<file path="src/rtl/move_sequencer_pkg.sv">
// Shared types and constants for the move sequencer: FSM states, piece codes and
// default board dimensions.
package move_sequencer_pkg;

    localparam int unsigned DEF_COLS = 7;
    localparam int unsigned DEF_ROWS = 6;

    localparam logic [1:0] PIECE_EMPTY = 2'b00;
    localparam logic [1:0] PIECE_FPGA  = 2'b01;
    localparam logic [1:0] PIECE_ARD   = 2'b10;

    typedef enum logic [2:0] {
        StIdle,
        StCheck,
        StWrite,
        StDone,
        StReject
    } state_e;

    function automatic logic [1:0] piece_code(input logic plr);
        return plr ? PIECE_ARD : PIECE_FPGA;
    endfunction

endpackage

</file>
<file path="src/rtl/column_height.sv">
// Saturating fill-height counter for one board column; row 0 is the bottom.
module column_height
    import move_sequencer_pkg::*;
#(
    parameter int unsigned ROWS = DEF_ROWS
) (
    input  logic       clk,
    input  logic       rst,
    input  logic       clear,
    input  logic       inc,
    output logic [2:0] height,
    output logic       full
);

    logic [2:0] height_q;

    always_ff @(posedge clk or negedge rst) begin
        if (!rst) begin
            height_q <= '0;
        end else if (clear) begin
            height_q <= '0;
        end else if (inc && !full) begin
            height_q <= height_q + 3'd1;
        end
    end

    assign height = height_q;
    assign full   = (height_q == 3'(ROWS));

endmodule

</file>
<file path="src/rtl/move_sequencer.sv">
// Arbitrates move requests from the two players, validates the column and issues a
// single board-cell write per accepted move, with done/reject/out-of-turn pulses.
module move_sequencer
    import move_sequencer_pkg::*;
#(
    parameter int unsigned COLS = DEF_COLS,
    parameter int unsigned ROWS = DEF_ROWS
) (
    input  logic       clk,
    input  logic       rst,
    input  logic       game_active,
    input  logic       clear,
    input  logic       current_player,
    input  logic       req_fpga,
    input  logic [2:0] col_fpga,
    input  logic       req_ard,
    input  logic [2:0] col_ard,
    output logic       wr_en,
    output logic [2:0] wr_col,
    output logic [2:0] wr_row,
    output logic [1:0] wr_val,
    output logic       move_done,
    output logic       move_reject,
    output logic       out_of_turn,
    output logic       busy,
    output logic [5:0] pieces,
    output logic       board_full
);

    localparam logic [5:0] TOTAL = 6'(COLS * ROWS);

    state_e     state_q, state_d;
    logic [2:0] col_q, col_d;
    logic       plr_q, plr_d;
    logic       oot_q, oot_d;
    logic [5:0] pieces_q;

    logic [2:0]      height [COLS];
    logic [COLS-1:0] col_full;
    logic [2:0]      cur_height;
    logic            cur_full;
    logic            col_oob;
    logic            do_write;
    logic            own_req;
    logic            other_req;

    assign do_write = (state_q == StWrite);

    for (genvar g = 0; g < COLS; g++) begin : g_col
        column_height #(
            .ROWS(ROWS)
        ) u_column_height (
            .clk   (clk),
            .rst   (rst),
            .clear (clear),
            .inc   (do_write && (col_q == 3'(g))),
            .height(height[g]),
            .full  (col_full[g])
        );
    end

    // Mux by compare so an out-of-range col_q never indexes past the array.
    always_comb begin
        cur_height = '0;
        cur_full   = 1'b0;
        for (int i = 0; i < COLS; i++) begin
            if (col_q == 3'(i)) begin
                cur_height = height[i];
                cur_full   = col_full[i];
            end
        end
    end

    assign col_oob   = (32'(col_q) >= COLS);
    assign own_req   = current_player ? req_ard : req_fpga;
    assign other_req = current_player ? req_fpga : req_ard;

    always_ff @(posedge clk or negedge rst) begin
        if (!rst) begin
            state_q <= StIdle;
            col_q   <= '0;
            plr_q   <= 1'b0;
            oot_q   <= 1'b0;
        end else begin
            state_q <= state_d;
            col_q   <= col_d;
            plr_q   <= plr_d;
            oot_q   <= oot_d;
        end
    end

    always_comb begin
        state_d = state_q;
        col_d   = col_q;
        plr_d   = plr_q;
        oot_d   = 1'b0;
        unique case (state_q)
            StIdle: begin
                if (game_active && !board_full) begin
                    oot_d = other_req;
                    if (own_req) begin
                        state_d = StCheck;
                        col_d   = current_player ? col_ard : col_fpga;
                        plr_d   = current_player;
                    end
                end
            end
            StCheck:  state_d = (col_oob || cur_full) ? StReject : StWrite;
            StWrite:  state_d = StDone;
            StDone:   state_d = StIdle;
            StReject: state_d = StIdle;
            default:  state_d = StIdle;
        endcase
        if (clear) begin
            state_d = StIdle;
            oot_d   = 1'b0;
        end
    end

    always_ff @(posedge clk or negedge rst) begin
        if (!rst) begin
            pieces_q <= '0;
        end else if (clear) begin
            pieces_q <= '0;
        end else if (do_write && (pieces_q != TOTAL)) begin
            pieces_q <= pieces_q + 6'd1;
        end
    end

    assign wr_en       = do_write;
    assign wr_col      = do_write ? col_q : 3'd0;
    assign wr_row      = do_write ? cur_height : 3'd0;
    assign wr_val      = do_write ? piece_code(plr_q) : PIECE_EMPTY;
    assign move_done   = (state_q == StDone);
    assign move_reject = (state_q == StReject);
    assign out_of_turn = oot_q;
    assign busy        = (state_q != StIdle);
    assign pieces      = pieces_q;
    assign board_full  = (pieces_q == TOTAL);

endmodule

</file>
<file path="config.mk">
export PLATFORM = sky130hd
export DESIGN_NAME = move_sequencer
export DESIGN_NICKNAME = d
export VERILOG_FILES = /design/src/rtl/move_sequencer_pkg.sv /design/src/rtl/column_height.sv /design/src/rtl/move_sequencer.sv
export SDC_FILE = /design/constraint.sdc
export NUM_CORES = 1
export LEC_CHECK = 0
export CAP_MARGIN = 20
export CORE_MARGIN = 1.5
export CORE_UTILIZATION = 32
export CTS_CLUSTER_DIAMETER = 200
export CTS_CLUSTER_SIZE = 28
export DETAILED_ROUTE_END_ITERATION = 10
export HOLD_SLACK_MARGIN = 0.12
export SLEW_MARGIN = 20
export SYNTH_ARGS = -nofsm -noshare
export SYNTH_HDL_FRONTEND = slang
export SYNTH_HIERARCHICAL = 1
export SYNTH_SLANG_ARGS = --single-unit
</file>
<file path="constraint.sdc">
create_clock -name clk -period 2.6 [get_ports clk]
set_clock_uncertainty 0.05 [all_clocks]
set_input_delay 0.26 -clock clk [delete_from_list [all_inputs] [get_ports clk]]
set_output_delay 0.26 -clock clk [all_outputs]
set_load 0.005 [all_outputs]
</file>
==> results.md <==
- Worst Setup SP: col_q[1]
- Die Height: between 80 and 90 um
- WP data arrival: approximately 2.1 ns
- IO buf count: 32
- Hold slack: 0.466 ns
- Most frequent cells in the layout: dfrtp_1, clkdlybuf4s50_1, nor2_1
- Initial antenna violation count: 0
- CTS tree: built
- Final #Nets: 303
- Rel. slew slack: roughly 46%
- Worst-margin pin slew: about 0.80 ns
- Peak fanout along the critical path: 11
- Final worst path period share: between 90% and 100%
- Final antenna diode count: 0
- Worst Hold Launch: plr_q
- Sequential fraction of the synthesis area: 36.5%
- Via count: roughly 1.9k
- Syn Nets: between 200 and 300
- Non-filler cells, final: between 300 and 400
- Global-route wire length before repair: approximately 8700 um
- HPWL after detailed placement: 3740 um
- Outcome: finished, final reports clean
- Final core occ: 40.8%
- Clk_lat worst skew: between 0.2 and 0.3 ns
- Overflow after GRT: 0
- Total Wirelength: just over 5000 um
- Wirelength per Cell: roughly 14 um
- Bufs on Longest Clock Path: 2
- CTS Buf Count: 5
- Placed Cells: between 300 and 400
- DR WL met3: 224 um
- FFs w/ async S/R, synth: 100%
- Fin crit period: between 2 and 2.5 ns
- Max frequency: between 0.4 and 0.5 GHz
- I/O Pins: 33
- DRT iter0 DRCs: 108
- Pwr Total: ~0.0015 W
- Metal1 wirelength: around 2600 um
- Clock Root Buffer: clkbuf_8
- Required @ worst endpoint: approximately 2.3 ns
- Main synth FF type: dfrtp_1
- Crit start category: flip-flop
- Synth Warn #: 6
- Core Area: 7250 um2
- H-tree levels: 2
- Die W: ~90 um
- Wire length on met2: around 2200 um
- Starting Density: around a third
- Pwr dens: between 500 and 600 nW/um2
- Rows: 31
- Max rail drop VDD: ~0.25 mV
- Hold violation count in the final report: 0
- Crit Path Category: flip-flop to output port
- Avg Cell Area, Syn: ~10 um2
- Drc violations: 0
- Average via count per standard cell: slightly below 5
- FF+latch count, synth: 35
- EDFF count, synth: 0
- Max Cap Violations: 0
- Final ANT Viol Nets: 0
- Layout cells sized above 1: 16.0%
- Slew Limit Fails: 0
- FILL cells: 745
- Top Metal Used: met4
- Largest net degree at the start of global routing: 36
- R2R Path Start: state_q[0]
- Post-route setup TNS: 0 ns
- Area Overhead vs Synth: 23.2%
- Library cells used by synthesis: between 40 and 50
- Final setup viols: 0
- Clock sinks: 35
- Total track usage: 14.1%
- Syn Inst Count: 240
- Clock Pin Slew Worst Setup and Hold Paths: ~0.07 ns
- Post-synthesis cell area: around 2400 um2
- R2R Setup Slk: ~0.48 ns
- RSZ-0062 raised after global routing: false
- Most common cell after layout, fill and taps aside: dfrtp_1
- Die ar.: about 8000 um2
- Pre-antenna DRT Iters: 4
- GPL Wtd Cong: between 0.8 and 0.9
- Vias in the first global route: 1805
- Crit path capture type: output port
- Static Leak: between 1 and 1.5 nW
- Hold Crit Class: flip-flop to flip-flop
path summary, 6_finish.rpt:
path / endpoint / cells after the start
max: wr_row[1] / 5
min: plr_q / 1
max reg2reg: g_col[1].u_column_height/height[0] / 7
min reg2reg: plr_q / 1
max in group asynchronous: col_q[1] / 2
min in group asynchronous: g_col[5].u_column_height/height[0] / 2
state kept, by name, summed over array words and instances, names as in the netlist:
name                          count
col_q                             3
out_of_turn                       1
plr_q                             1
state_q                           3
pieces                            6
g_col.u_column_height/height     21
Yosys cell counts (2+ instances only):
library cell	instances	area [um2]
xnor2_1	2	17.5
nor2_1	25	93.8
nand4_1	2	12.5
buf_2	5	25.0
xor2_1	3	26.3
o221ai_1	4	35.0
nand2b_1	3	18.8
o22ai_1	3	18.8
and4b_2	7	78.8
and2_1	10	62.6
clkbuf_1	5	18.8
nor2b_1	15	93.8
o21ai_0	8	40.0
ha_1	16	200
mux2_1	18	203
nand2_1	6	22.5
mux2_2	8	90.1
dfrtp_1	35	876
inv_1	10	37.5
nor4_1	2	12.5
mux2i_1	6	60.1
a32o_1	3	30.0
a21oi_1	9	45.0
nor3_1	12	60.1
a21boi_2	7	78.8
where the power goes:
group | internal [W] | switching [W] | leakage, nW | total (W)
Clock | 0.000310 | 0.000206 | 0.0612 | 0.000516
Sequential | 0.000580 | 0.0000838 | 0.476 | 0.000663
Combinational | 0.000187 | 0.000165 | 0.777 | 0.000353
Total | 0.00108 | 0.000455 | 1.31 | 0.00153
what timing repair did:
action,CTS,global route
setup endpoints to repair,0,3
endpoints found under the hold margin,35,0
buffers inserted,0,0
hold buffers,1,0
gates resized for setup,0,3
logic make-up after synthesis:
| group | share of synthesized area [%] |
|---|---|
| AO/OA/AOI/OAI | 11.8 |
| XOR/XNOR | 1.82 |
| adder cells (fa/ha/maj) | 8.34 |
| buffers and inverters | 3.70 |
| flip-flops | 36.5 |
| multiplexers | 14.7 |
| AND/OR/NAND/NOR | 23.2 |
worst max-delay path, stage by stage (launching register included):
cell	delay [ns]
dfrtp_2	0.49
nand2b_1	0.27
o221ai_1	0.22
o21ai_0	0.12
a32o_1	0.27
clkdlybuf4s50_1	0.44
final cells by class:
type,instances,area (um2),share of cell area (%)
multi-input cells,184,1440,48.6
well taps,99,124,4.19
clock inverters,2,35.0,1.18
inverters,10,37.5,1.27
repair buffers,38,363,12.3
clock buffers,6,82.6,2.79
flip-flops and latches,35,878,29.7
routing by layer:
metal | track usage [%] | vias to the layer above
li1 | - | 925
met1 | 19.9 | 892
met2 | 21.0 | 33
met3 | 4.02 | 5
met4 | 3.78 | 0
met5 | 0 | -
per-stage QoR:
stage,area (um2),worst slack (ns)
2_1_floorplan,2400,0.617
3_5_place_dp,2830,0.389
6_report,2960,0.195
3_3_place_gp,2830,0.439
4_1_cts,2950,0.0708
5_1_grt,2960,0.0267
Note: power is estimated with default switching activity, not from simulation.
==> edit 1: new RTL, config.mk and constraints unchanged <==
Set the package constant `DEF_COLS` to 8 (it was 7).
--- a/src/rtl/move_sequencer_pkg.sv
+++ b/src/rtl/move_sequencer_pkg.sv
@@ -3,5 +3,5 @@
 package move_sequencer_pkg;
 
-    localparam int unsigned DEF_COLS = 7;
+    localparam int unsigned DEF_COLS = 8;
     localparam int unsigned DEF_ROWS = 6;
 
Check against the original RTL: not equivalent (Yosys sat finds a counterexample within 4 cycles, from zero or initial values and one cycle with rst low).
==> edit 1 against the original RTL <==
  * Critical path depth shrank 1
  * Setup slack lost 0.041 ns
  * Largest cell class unchanged
  * Area after synthesis grew 9.5%
  * Sequential share of layout area grew 0.31 points
  * Non-clock buffer count is the same
  * Sequential power grew 24%
  * Combinational power grew 98%
  * Routed wire length grew 11%
  * Maximum frequency shrank 1.7%
  * Sequential cell count grew 3
  * Cell area grew 7.4%
  * Utilization shrank 0.28 points
  * Critical path type unchanged
  * Total power grew 32%
==> edit 1: results (changes against the original RTL) <==
Finish
  • Fillers: 802 (+7.7%)
  • Fraction of layout cells with a size suffix above 1: 16.2% (+0.16 points)
  • Nets: 327 (+7.9%)
  • Max reg flops: 24 (+14%)

Critical path
  • Cell family with most CP delay: multiplexers
  • Worst Path Arrival: 2.14 ns (+0.04 ns)
  • Slowest stage delay, CP: 0.58 ns (+0.09 ns)
  • CP max FO: 16 (+5)

Routing
  • Vias: 2033 (+9.6%)
  • Drt first pass iters: 4 (unchanged)
  • Initial DRC count: 79 (-27%)
  • Mean routed wirelength per cell: 14.2 um (+4.0%)

Pwr
  • VDD IR max: 0.275 mV (+8.7%)
  • Leakage: 1.43 nW (+8.9%)

Synth
  • Post-synthesis mux area share: 17.3% (+2.6 points)
  • Seq/Total Area, Yosys: 36.2% (-0.32 points)
  • Synth Area in XOR/XNOR: 1.33% (-0.49 points)
  • Main area contributors after synthesis: dfrtp_1 (36%), ha_1 (8.6%), mux2_1 (6.9%), mux4_2 (4.3%), nor2_1 (4.0%)
  • Net count after synthesis: 292 (+8.6%)
  • Post-Synth Adder-Cell Area: 8.56% (+0.23 points)
  • Post-synthesis compound-gate area fraction: 8.52% (-3.3 points)
  • FFs w/ async S/R, synth: 100% (unchanged)
  • Top cells by instance count after synthesis: dfrtp_1 (38), nor2_1 (28), ha_1 (18)
  • Largest family of logic cells by synthesized area: simple AND/OR/NAND/NOR gates

Global routing
  • First-pass GRT wire length: 9400 um (+8.2%)
  • GRT Resource Usage Total: 13.6% (-0.46 points)
  • Vias in the first global route: 1939 (+7.4%)
  • Largest net degree at the start of global routing: 39 (+8.3%)

Placed design
  • DP HPWL: 4120 um (+10%)
  • Final RePlAce weighted congestion: 0.734 (-12%)

Clocking
  • H-tree depth: 2 (unchanged)
  • Worst skew pair latency: 0.29 ns (about the same)
  • CTS root buf: clkbuf_8

Timing
  • Slew @ Worst Pin: 0.892 ns (+0.0891 ns)

Outcome
  • Outcome: complete, no violations
edit 1: cell types whose count changed after synthesis, sizes merged, moves of 3 or more:
cell / delta
inv: +5
mux4: +5
a21oi: +6
nand3: +3
dfrtp: +3
nor3: +3
nor2: +3
a32o: -3
o221ai: -3
o22ai: -3
o21ai: -8
edit 1: cell type report:
type	count	share of cell area, %
clock buffer	5	2.16
tap	102	4.01
multi-input combinational	197	49.1
clock inverter	3	1.26
timing repair buffer	38	11.4
sequential	38	30.0
inverter	16	2.05
edit 1: report_power, final:
part / internal [mW] / switching, mW / total, mW
Clock: 0.283 / 0.219 / 0.502
Sequential: 0.661 / 0.164 / 0.824
Combinational: 0.378 / 0.322 / 0.700
Total: 1.32 / 0.704 / 2.03
edit 1: through the flow:
stage          util, %  power [mW]  instance area, um2  std cells  setup slack (ns)
6_report          40.5        2.03                3180        399             0.154
5_1_grt           40.5        2.18                3180        399            0.0634
4_1_cts           40.5        2.05                3180        399            0.0940
3_5_place_dp      39.0        1.54                3060        390             0.272
3_3_place_gp      39.0        1.52                3060        390             0.369
2_1_floorplan        -        1.28                2630        261             0.466
edit 1: cell families after synthesis:
logic type / Yosys count
buffers and inverters: 26
flip-flops: 38
adder cells (fa/ha/maj): 18
XOR/XNOR: 4
AO/OA/AOI/OAI: 31
multiplexers: 36
AND/OR/NAND/NOR: 108
edit 1: per-layer routing:
metal,global-route usage (%),wire length [um],vias to the layer above
li1,-,-,997
met1,18.4,2820,981
met2,21.7,2510,48
met3,3.16,259,7
met4,3.98,59,0
met5,0,0,-
edit 1: worst paths after layout:
path                       startpoint                                  to  slack (ns)  cells after the start
hold reg to reg                 plr_q                               plr_q        0.49                      1
setup reg to reg           state_q[2]  g_col[2].u_column_height/height[1]        0.37                      6
hold / removal                  plr_q                               plr_q        0.49                      1
min in group asynchronous         rst                           pieces[4]        0.58                      2
setup / recovery             col_q[0]                           wr_row[0]        0.15                      4
max in group asynchronous         rst                            col_q[1]        1.31                      2
edit 1: what timing repair did:
item	4_1_cts	5_1_grt
resized for setup	1	1
setup endpoints to repair	2	3
hold buffers	1	0
endpoints found under the hold margin	38	0
==> edit 2: new RTL, config.mk and constraints unchanged <==
Without the edit above. Reset style: synchronous (`rst`), changed in 3 clocked blocks.
--- a/src/rtl/column_height.sv
+++ b/src/rtl/column_height.sv
@@ -15,5 +15,5 @@
     logic [2:0] height_q;
 
-    always_ff @(posedge clk or negedge rst) begin
+    always_ff @(posedge clk) begin
         if (!rst) begin
             height_q <= '0;
--- a/src/rtl/move_sequencer.sv
+++ b/src/rtl/move_sequencer.sv
@@ -76,5 +76,5 @@
     assign other_req = current_player ? req_fpga : req_ard;
 
-    always_ff @(posedge clk or negedge rst) begin
+    always_ff @(posedge clk) begin
         if (!rst) begin
             state_q <= StIdle;
@@ -118,5 +118,5 @@
     end
 
-    always_ff @(posedge clk or negedge rst) begin
+    always_ff @(posedge clk) begin
         if (!rst) begin
             pieces_q <= '0;
Check against the original RTL: differs if rst is asserted again (counterexample within 4 cycles, from zero or initial values and one cycle with rst low); with rst held inactive, the same outputs for 10 cycles.
==> edit 2 against the original RTL <==
  * Cell area is 2.5% lower
  * Cell count rose by 1.9%
  * Routed wire length increased by 0.73%
  * Area after synthesis shrank 3.5%
  * First-iteration DRC count down 24%
  * Setup slack got worse by 0.044 ns
  * Sequential cell count unchanged
  * Critical path type unchanged
Power is not compared: it rests on default switching activity, and its combinational part moved more than twofold at a synthesized area within 25%.
==> edit 2: results (changes against the original RTL) <==
Critical path
  • CP max FO: 8 (-3)
  • R2R Path End: g_col[0].u_column_height/height[1]
  • Worst R2R Path Depth: 5 (-2)
  • Critical Path End: wr_row[2]
  • CP Launch Type: flop
  • Worst Path Arrival: 2.14 ns (+0.04 ns)
  • CP max stage cell: clkdlybuf4s50_1
  • Flop2flop setup slack: 0.39 ns (-0.09 ns)
  • Slowest stage delay, CP: 0.53 ns (+0.04 ns)
  • Cell family with most CP delay: buffers and inverters
  • R2R Path Start: state_q[1]

Synth
  • Net count after synthesis: 273 (+1.5%)
  • Top cells by instance count after synthesis: dfxtp_1 (35), mux2i_1 (21), ha_1 (16)
  • Post-Synth Adder-Cell Area: 8.64% (+0.31 points)
  • FFs w/ async S/R, synth: 0% (-100 points)
  • EDFF count, synth: 0 (unchanged)
  • Post-synthesis mux area share: 12.5% (-2.2 points)
  • Distinct cells, synth: 47 (+15%)
  • Post-synthesis compound-gate area fraction: 11.0% (-0.76 points)
  • Main area contributors after synthesis: dfxtp_1 (30%), mux2i_1 (9.1%), ha_1 (8.6%), or3b_1 (5.3%), nand3b_1 (4.9%)
  • Synth Area in XOR/XNOR: 1.89% (+0.067 points)
  • Seq/Total Area, Yosys: 30.3% (-6.2 points)

Timing
  • Endpoints failing setup: 0 (unchanged)
  • Slew @ Worst Pin: 0.545 ns (-0.258 ns)

Placed design
  • DP HPWL: 3760 um (+0.71%)
  • Post-DP Area: 0.00276 mm2 (-2.5%)
  • Final RePlAce weighted congestion: 0.779 (-6.3%)

Finish
  • Fraction of layout cells with a size suffix above 1: 10.2% (-5.8 points)
  • Fillers: 725 (-2.7%)
  • Nets: 313 (+3.3%)

Global routing
  • Largest net degree at the start of global routing: 40 (+11%)
  • GRT Resource Usage Total: 14.1% (-0.031 points)
  • Vias in the first global route: 1793 (-0.66%)
  • First-pass GRT wire length: 8500 um (-2.2%)

Worst hold path
  • Hold Crit Class: reg -> reg

Routing
  • Vias/cell: 5.13 (+3.3%)
  • DRT Wirelength: 5130 um (+0.73%)
  • Initial DRC count: 82 (-24%)

Outcome
  • Outcome: complete, no violations
-- edit 2: power breakdown --
part | switching (mW) | internal [mW]
combinational | 0.0630 | 0.0628
clock | 0.191 | 0.242
sequential | 0.00904 | 0.542
-- edit 2: cell type report --
cell class	instances	area [um2]	share of cell area, %
Inverter	14	52.6	1.82
Tap cell	96	120	4.16
Sequential cell	35	701	24.3
Clock buffer	8	100	3.47
Timing Repair Buffer	41	393	13.6
Multi-Input combinational cell	187	1520	52.6
-- edit 2: cell families (layout without fill, tap and decap cells) --
kind of cell,after synthesis,count (layout)
xor gates and xnor gates,5,5
and+or+nand+nor,107,107
muxes,25,25
buffers and inverters,22,63
AOI/OAI and AO/OA,34,34
DFF,35,35
adders and majority gates,16,16
-- edit 2: routing by layer --
metal	track usage, %	part of all wire, %	vias up
li1	-	-	991
met1	19.2	50	911
met2	21.8	43	46
met3	3.77	6.0	5
met4	3.84	0.99	0
met5	0	0	-
-- edit 2: per-stage QoR --
step | std cells | worst slack (ns) | power, mW | utilization, % | hold WS, ns
final | 381 | 0.151 | 1.11 | 41.8 | 0.469
after global routing | 381 | 0.0315 | 1.17 | 41.8 | 0.493
after CTS | 378 | 0.0794 | 1.13 | 41.4 | 0.466
after detailed placement | 370 | 0.421 | 0.689 | 39.9 | 0.453
after global placement | 370 | 0.457 | 0.688 | 39.9 | 0.442
after floorplan | 244 | 0.778 | 0.634 | - | 0.287
-- edit 2: worst min-delay path by stage --
stage                     cells past startpoint  startpoint                            endpoint
after floorplan                               1       clear  g_col[0].u_column_height/height[2]
after global placement                        1  state_q[0]                          state_q[0]
after detailed placement                      1  state_q[2]                          state_q[0]
after CTS                                     1  state_q[0]                          state_q[0]
after global routing                          1  state_q[0]                          state_q[0]
final                                         1  state_q[0]                          state_q[0]
